==> src/rtl/alu_arbiter.sv <==
// Two-requester round-robin front end for a single shared combinational ALU.
// One operation in flight: accept in IDLE, sample the ALU in EXEC, hold the response in RESP.
module alu_arbiter #(
  parameter int unsigned DATA_W = 32
) (
  input  logic              clk,
  input  logic              rst,
  input  logic [1:0]        req_valid,
  output logic [1:0]        req_ready,
  input  logic [DATA_W-1:0] req0_op_1,
  input  logic [DATA_W-1:0] req0_op_2,
  input  logic [3:0]        req0_alu_ctrl,
  input  logic [DATA_W-1:0] req1_op_1,
  input  logic [DATA_W-1:0] req1_op_2,
  input  logic [3:0]        req1_alu_ctrl,
  output logic [DATA_W-1:0] alu_op_1,
  output logic [DATA_W-1:0] alu_op_2,
  output logic [3:0]        alu_ctrl,
  input  logic [DATA_W-1:0] alu_result,
  input  logic              alu_ovf,
  output logic              rsp_valid,
  input  logic              rsp_ready,
  output logic              rsp_id,
  output logic [DATA_W-1:0] rsp_result,
  output logic              rsp_ovf
);

  typedef enum logic [1:0] {StIdle, StExec, StResp} state_e;

  state_e              state_q, state_d;
  logic                last_grant_q, last_grant_d;
  logic                owner_q, owner_d;
  logic [DATA_W-1:0]   op1_q, op1_d;
  logic [DATA_W-1:0]   op2_q, op2_d;
  logic [3:0]          ctrl_q, ctrl_d;
  logic [DATA_W-1:0]   rsp_result_q, rsp_result_d;
  logic                rsp_ovf_q, rsp_ovf_d;
  logic                rsp_id_q, rsp_id_d;
  logic                gnt;

  always_comb begin
    state_d      = state_q;
    last_grant_d = last_grant_q;
    owner_d      = owner_q;
    op1_d        = op1_q;
    op2_d        = op2_q;
    ctrl_d       = ctrl_q;
    rsp_result_d = rsp_result_q;
    rsp_ovf_d    = rsp_ovf_q;
    rsp_id_d     = rsp_id_q;
    req_ready    = 2'b00;
    gnt          = 1'b0;

    unique case (state_q)
      StIdle: begin
        if (|req_valid) begin
          // Under contention the requester that did not win last time goes first.
          gnt          = (req_valid == 2'b11) ? ~last_grant_q : req_valid[1];
          req_ready    = gnt ? 2'b10 : 2'b01;
          op1_d        = gnt ? req1_op_1     : req0_op_1;
          op2_d        = gnt ? req1_op_2     : req0_op_2;
          ctrl_d       = gnt ? req1_alu_ctrl : req0_alu_ctrl;
          owner_d      = gnt;
          last_grant_d = gnt;
          state_d      = StExec;
        end
      end
      StExec: begin
        rsp_result_d = alu_result;
        rsp_ovf_d    = alu_ovf;
        rsp_id_d     = owner_q;
        state_d      = StResp;
      end
      StResp: begin
        if (rsp_ready) state_d = StIdle;
      end
      default: state_d = StIdle;
    endcase
  end

  always_ff @(posedge clk or posedge rst) begin
    if (rst) begin
      state_q      <= StIdle;
      last_grant_q <= 1'b1;
      owner_q      <= 1'b0;
      op1_q        <= '0;
      op2_q        <= '0;
      ctrl_q       <= '0;
      rsp_result_q <= '0;
      rsp_ovf_q    <= 1'b0;
      rsp_id_q     <= 1'b0;
    end else begin
      state_q      <= state_d;
      last_grant_q <= last_grant_d;
      owner_q      <= owner_d;
      op1_q        <= op1_d;
      op2_q        <= op2_d;
      ctrl_q       <= ctrl_d;
      rsp_result_q <= rsp_result_d;
      rsp_ovf_q    <= rsp_ovf_d;
      rsp_id_q     <= rsp_id_d;
    end
  end

  assign alu_op_1   = op1_q;
  assign alu_op_2   = op2_q;
  assign alu_ctrl   = ctrl_q;
  assign rsp_valid  = (state_q == StResp);
  assign rsp_id     = rsp_id_q;
  assign rsp_result = rsp_result_q;
  assign rsp_ovf    = rsp_ovf_q;

endmodule

==> config.mk <==
export PLATFORM = sky130hd
export DESIGN_NAME = alu_arbiter
export DESIGN_NICKNAME = d
export VERILOG_FILES = /design/src/rtl/alu_arbiter.sv
export SDC_FILE = /design/constraint.sdc
export NUM_CORES = 1
export LEC_CHECK = 0
export ABC_AREA = 1
export BUFFER_PORTS_ARGS = -buffer_cell sky130_fd_sc_hd__clkbuf_2
export CORE_MARGIN = 8
export CORE_UTILIZATION = 40
export CTS_CLUSTER_DIAMETER = 80
export DETAILED_ROUTE_END_ITERATION = 8
export MAX_ROUTING_LAYER = met4
export PLACE_DENSITY = 0.72
export SYNTH_ARGS = -nofsm -noshare
export SYNTH_HDL_FRONTEND = slang
export SYNTH_SLANG_ARGS = --single-unit
==> constraint.sdc <==
create_clock -name clk -period 7.7 [get_ports clk]
set_clock_uncertainty 0.1 [all_clocks]
set_input_delay 1.54 -clock clk [delete_from_list [all_inputs] [get_ports clk]]
set_output_delay 1.54 -clock clk [all_outputs]
set_load 0.02 [all_outputs]
* Yosys cells after proc, flatten, opt, wreduce, memory -nomap -nowiden
Index checks and enable logic that the tools add are counted.
Storage, ports and cells: word-level logic and storage cells 29, output and inout bits 105, bits in registers 106
Cells by class: eq/ne operators 5, bitwise gates (word level) 1, reduce and logical (&&, ||, !) cells 4, multiplexer cells 10
Operator list (count):
- two-way mux 32 bit | 2
- two-way mux 2 bit | 5
- case mux 2 bit (3 select lines) | 1
- == test 2 bit (second input constant) | 2
- two-way mux 4 bit | 1
- AND reduction 2 bit | 2
- == test 2 x 1 -> 1 bit (second input constant) | 1
- logical NOT 2 bit | 1
- != test 2 x 1 -> 1 bit (second input constant) | 1
- != test 2 bit (second input constant) | 1
- OR reduction 2 bit | 1
- two-way mux 1 bit | 1
- inverter 1 bit | 1

* Longest topological paths before layout
Gate-level depths: netlist of run 1.
depth after elaboration 5, depth in mapped cells 8

* Worst setup path before layout of run 1
No wires, ideal clock.
path type in2out, start point input port req_valid[1], end point output port req_ready[0], setup slack 3620 ps, arrival time 2440 ps, required time 6060 ps, stages on the path 6, cells stage by stage buf_2 > nor2_1 > nor2_4 > inv_2 > buf_2 > nor2_1
Between the ends: cells in the longest elaborated chain, start to end 5, elaborated cells between the ends (all ways) 6, those cells by class eq/ne: 1; mux: 4; reduce/logical: 1
Ends and longest elaborated chain:
- start: declaration | line 8 | input logic [1:0] req_valid,
- == test 2 bit | line 58 | gnt = (req_valid == 2'b11) ? ~last_grant_q : req_valid[1];
- two-way mux 1 bit | line 58
- two-way mux 2 bit | line 59 | req_ready = gnt ? 2'b10 : 2'b01;
- two-way mux 2 bit (*) | line 56 | if (|req_valid) begin
- two-way mux 2 bit (*) | line 54 | unique case (state_q)
- end: declaration | line 9 | output logic [1:0] req_ready,
Every way passes the cells marked *; elsewhere a longest branch is shown, timed or not.

* Final worst setup path of run 1
Same ends and word-level chain as after synthesis.

==> run metrics, run 1 <==
crit path cell chain clkbuf_2 > buf_4 > nor2_1 > nor2_4 > inv_2 > nor2_1 > clkbuf_2; status complete, no violations; Clock transition at path regs roughly 0.06 ns; CTS resizes 0; Hold/Removal Path Class reg2reg; Seq/Total Area, Yosys between 40 and 50%; Fill cells between 1,000 and 1,500; Design Area, Final ~7000 µm²; Clock Path Buffers 2; Initial Utilization between 40% and 50%; first-pass GRT wire length between 20,000 and 30,000 µm; slowest CP cell buf_4; drt first pass iters 6; Slew headroom around 17%; final hold violations 0; post-CTS setup buffers 0; distinct cell type count after synthesis 13; Final nets around 1,200; Wirelength per Cell 14.4 µm; Cells after Synth 750; layout cells sized above 1 a little under a third; top post-synthesis cells by area dfrtp_1 (49%), nand2_1 (19%), nand3_1 (16%); n_diodes 0; R2R depth 6; syn avg cell area around 7.1 µm²; dpl hpwl about 13,000 µm; unrepaired setup endpoints after global routing false; Setup CP Type in2out; Final GP Congestion between 0.7 and 0.8; worst hold stages 2; fin crit period 4.73 ns; CP Capture Type output pin; Max Fanout on Critical Path 50; CTS tree yes; Synth warnings 0; endpoints failing setup 0; maximum vdd drop approximately 0.00021 V; final core occ 54.1%; clock latency on the worst-skew pair about 0.34 ns; via count between 5,000 and 6,000; DRT Wirelength ~17,000 µm; Slew Limit Fails 0; Synth Register Bits 106; # IOs 279; Static Leak 4.58 nW; post-synthesis cell area about 5400 µm²; die height around 130 µm; gr ovfl total 0; CTS sink count between 100 and 150; Tot GR Track Use 20.2%; Hold Buf Count CTS 0; vias per cell 4.64; Cell Pwr Density approximately 410 nW/µm²; clock root buffer master clkbuf_16; Synth area leader dfrtp_1; drt initial violations between 300 and 400; top cell type's share of synthesized area between 40% and 50%; die area around 17,000 µm²; vias in the first global route ~5,500; setup TNS 0 ns; pin count of the biggest net entering global routing 71; final routed DRC violation total 0; Max Cap Viol 0; CTS Buf Count 9; Syn-to-layout area delta 32.9%; Core ar. between 10,000 and 15,000 µm²; Arrival @ worst endpoint ~3.1 ns; Die X 132 µm; area post-placement just under 7000 µm²; synthesized net count ~900; initial antenna violation count 0; Worst Tran Pin Value 1.24 ns; fin crit share a little over 60%; # H-tree levels 3; CP required about 6.1 ns; Hold Slack ~0.37 ns; crit-path max cell delay around 0.52 ns; Port Buffer Count 278; row count 42; fmax about 210 MHz; ANT nets after route 0; CP Launch Type primary input
[cell type report]
type | instances | area (µm²) | area share [%]
inverters | 144 | 543 | 7.64
multi-input cells | 454 | 1930 | 27.2
clock inverters | 7 | 92.6 | 1.30
flip-flops and latches | 106 | 2650 | 37.3
clock buffers | 9 | 225 | 3.17
well taps | 176 | 220 | 3.10
repair buffers | 285 | 1440 | 20.3
[metrics by stage]
| stage | setup WS, ns | instances | power, mW |
|---|---|---|---|
| after global routing | 2.87 | 1181 | 3.12 |
| after detailed placement | 2.96 | 1165 | 2.44 |
| after CTS | 2.96 | 1181 | 2.94 |
| final | 2.97 | 1181 | 2.90 |
| after floorplan | 3.27 | 750 | 1.93 |
| after global placement | 3.00 | 1165 | 2.41 |
[registers in the layout, indices dropped and copies added (netlist names)]
signal / count
alu_op_2: 32
state_q: 2
alu_op_1: 32
rsp_ovf: 1
alu_ctrl: 4
last_grant_q: 1
rsp_result: 32
owner_q: 1
rsp_id: 1
[where the power goes]
group,internal (mW),switching (mW)
clock,0.285,0.201
sequential,0.841,0.158
combinational,0.428,0.987
[worst max-delay path, delay by kind of cell]
| family | cells | cell delay [ns] |
|---|---|---|
| buf+inv | 4 | 1.10 |
| simple gates | 3 | 0.39 |
[final timing paths]
| kind | startpoint | to | slack (ns) |
|---|---|---|---|
| worst min register to register | last_grant_q$_DFFE_PP1P_ | last_grant_q$_DFFE_PP1P_ | 0.37 |
| min in group asynchronous | rst | alu_op_1[5]$_DFFE_PP0P_ | 1.17 |
| worst max register to register | state_q[1]$_DFFE_PP0P_ | alu_op_1[30]$_DFFE_PP0P_ | 5.32 |
| worst max-delay path | req_valid[1] | req_ready[0] | 2.97 |
| max in group asynchronous | rst | rsp_result[20]$_DFFE_PP0N_ | 5.18 |
| worst min-delay path | last_grant_q$_DFFE_PP1P_ | last_grant_q$_DFFE_PP1P_ | 0.37 |
[Yosys cell counts, drive strengths merged]
cell      n
nand2   277
nand3   169
inv     144
dfrtp   105
buf      36
clkbuf   10
nor2      5
o21ai     3
dfstp     1
[metal layers]
layer / wire length, µm / track usage, % / share of wire, %
met2: 7730 / 31.4 / 45
met4: 346 / 6.89 / 2.0
met3: 1330 / 5.45 / 7.8
met1: 7600 / 24.9 / 45
met5: 0 / - / 0
[cells in the final DEF (no fill, tap or decap), types with 3 or more instances in the layout]
| master | n |
|---|---|
| o21ai_0 | 3 |
| inv_2 | 3 |
| clkinv_2 | 3 |
| buf_4 | 7 |
| inv_1 | 140 |
| nand2_1 | 275 |
| nand3_1 | 169 |
| clkbuf_2 | 278 |
| clkbuf_16 | 9 |
| dfrtp_1 | 105 |
| nor2_1 | 4 |
[cells by family after synthesis]
family / share of synthesized area (%)
simple gates: 35.7
flops: 49.6
buf+inv: 14.4
compound gates: 0.280
Power figures use the tool's default switching activity.
==> inputs of run 2 (changes only) <==
PLACE_DENSITY = 0.75   (was 0.72)
clock period = 4.1 ns   (was 7.7 ns; I/O delays follow)
==> run 2 against run 1 <==
Clock power rose by 75%. Largest cell class unchanged. Die area did not move. Sequential power rose by 88%.
==> run metrics, run 2 (synthesis gave the netlist of run 1 again) <==
Hold Slack around 0.37 ns; Tot GR Track Use around a fifth; status complete, no violations; via count approximately 5,500; Syn-to-layout area delta 33.0%; Clock Path Buffers 2; slowest CP cell nand2_2; vias in the first global route 5,423; Static Leak 4.58 nW; die height between 100 and 150 µm; CTS tree yes; pin count of the biggest net entering global routing 71; WHS Endpoint last_grant_q$_DFFE_PP1P_; CTS Buf Count 9; Cell Pwr Density 757 nW/µm²; post-route setup slack 1.36 ns; Final GP Congestion 0.811; clock latency on the worst-skew pair about 0.34 ns; Initial Utilization roughly two fifths; reg2reg end alu_op_2[21]$_DFFE_PP0P_; CP Launch Type primary input; first-pass GRT wire length around 28,000 µm; clock root buffer master clkbuf_16; crit-path max cell delay about 0.46 ns; CP Capture Type output pin; fin crit share approximately two thirds; Die X between 100 and 150 µm; die area 17,300 µm²; layout cells sized above 1 a little under a third; final hold violations 0; r2r startpoint state_q[1]$_DFFE_PP0P_; Slew headroom roughly 49%; initial antenna violation count 0; Slew Limit Fails 0; dpl hpwl 12,600 µm; Final nets between 1,000 and 1,500; drt initial violations ~340; unrepaired setup endpoints after global routing false; area post-placement about 6800 µm²; most frequent cells in the layout clkbuf_2 (278), nand2_1 (275), nand3_1 (169); Core ar. about 13,000 µm²; # IOs around 280; DRT Wirelength about 17,000 µm; drt first pass iters 4; fin crit period 2.74 ns; leading cell type in the layout, fill and taps excluded clkbuf_2; maximum vdd drop between 0.0002 and 0.0003 V; Hold/Removal Path Class reg2reg; cell repeated most along the worst path clkbuf_2; crit path cell chain clkbuf_2 > nand2_2 > inv_1 > nor2_1 > clkbuf_2; Hold Buf Count CTS 0; vias per cell about 4.7; Wirelength per Cell about 14 µm; # H-tree levels 3; Power Total about 5.4 mW; row count 42; CP required around 3.2 ns; CTS sink count roughly 110; Worst R2R Setup Slack 1.90 ns; ANT nets after route 0; hold path start last_grant_q$_DFFE_PP1P_; Port Buffer Count ~280; worst hold stages 2; R2R depth 7; Arrival @ worst endpoint about 1.8 ns; Max Fanout on Critical Path 26; CTS resizes 0; endpoints failing setup 0; Max Cap Viol 0; gr ovfl total 0; n_diodes 0; Worst Tran Pin Value between 0.7 and 0.8 ns; final routed DRC violation total 0; Clock transition at path regs roughly 0.070 ns; Setup CP Type in2out; Design Area, Final approximately 7100 µm²; setup TNS 0 ns; fmax around 360 MHz; post-CTS setup buffers 0; DP Worst Slack ~1.3 ns
run 2: area by class of cell:
cell class,instances,area [µm²]
Multi-Input combinational cell,454,1930
Inverter,144,543
Clock inverter,7,72.6
Sequential cell,106,2650
Tap cell,176,220
Timing Repair Buffer,287,1470
Clock buffer,9,225
Fill cell,1348,6020
run 2: metal layers:
metal	GRT usage (%)	up-vias	wire (µm)
met1	24.9	2522	7640
met5	-	-	0
met3	5.11	14	1210
met2	32.1	239	7970
li1	-	2749	-
met4	4.28	0	235
run 2: worst max-delay path, delay by kind of cell:
kind / cells / cell delay (ns)
AND/OR/NAND/NOR: 2 / 0.59
buffers and inverters: 3 / 0.40
run 2: worst max-delay path by stage:
stage / startpoint / to / slack [ns]
2_1_floorplan: rst / alu_ctrl[0]$_DFFE_PP0P_ / 0.39
3_3_place_gp: req_valid[1] / req_ready[0] / 1.32
3_5_place_dp: req_valid[1] / req_ready[0] / 1.32
4_1_cts: req_valid[1] / req_ready[0] / 1.32
5_1_grt: req_valid[1] / req_ready[0] / 1.23
6_report: req_valid[1] / req_ready[0] / 1.36
run 2: where the power goes:
| part | leakage (nW) | internal (mW) | switching, mW |
|---|---|---|---|
| clock network | 0.143 | 0.431 | 0.421 |
| registers | 1.29 | 1.58 | 0.301 |
| logic | 3.15 | 0.813 | 1.85 |
| total | 4.58 | 2.82 | 2.57 |
run 2: through the flow:
step                instances  util, %
floorplan                 750        -
global placement         1167     51.9
detailed placement       1167     51.9
CTS                      1183     54.2
global route             1183     54.2
finish                   1183     54.2
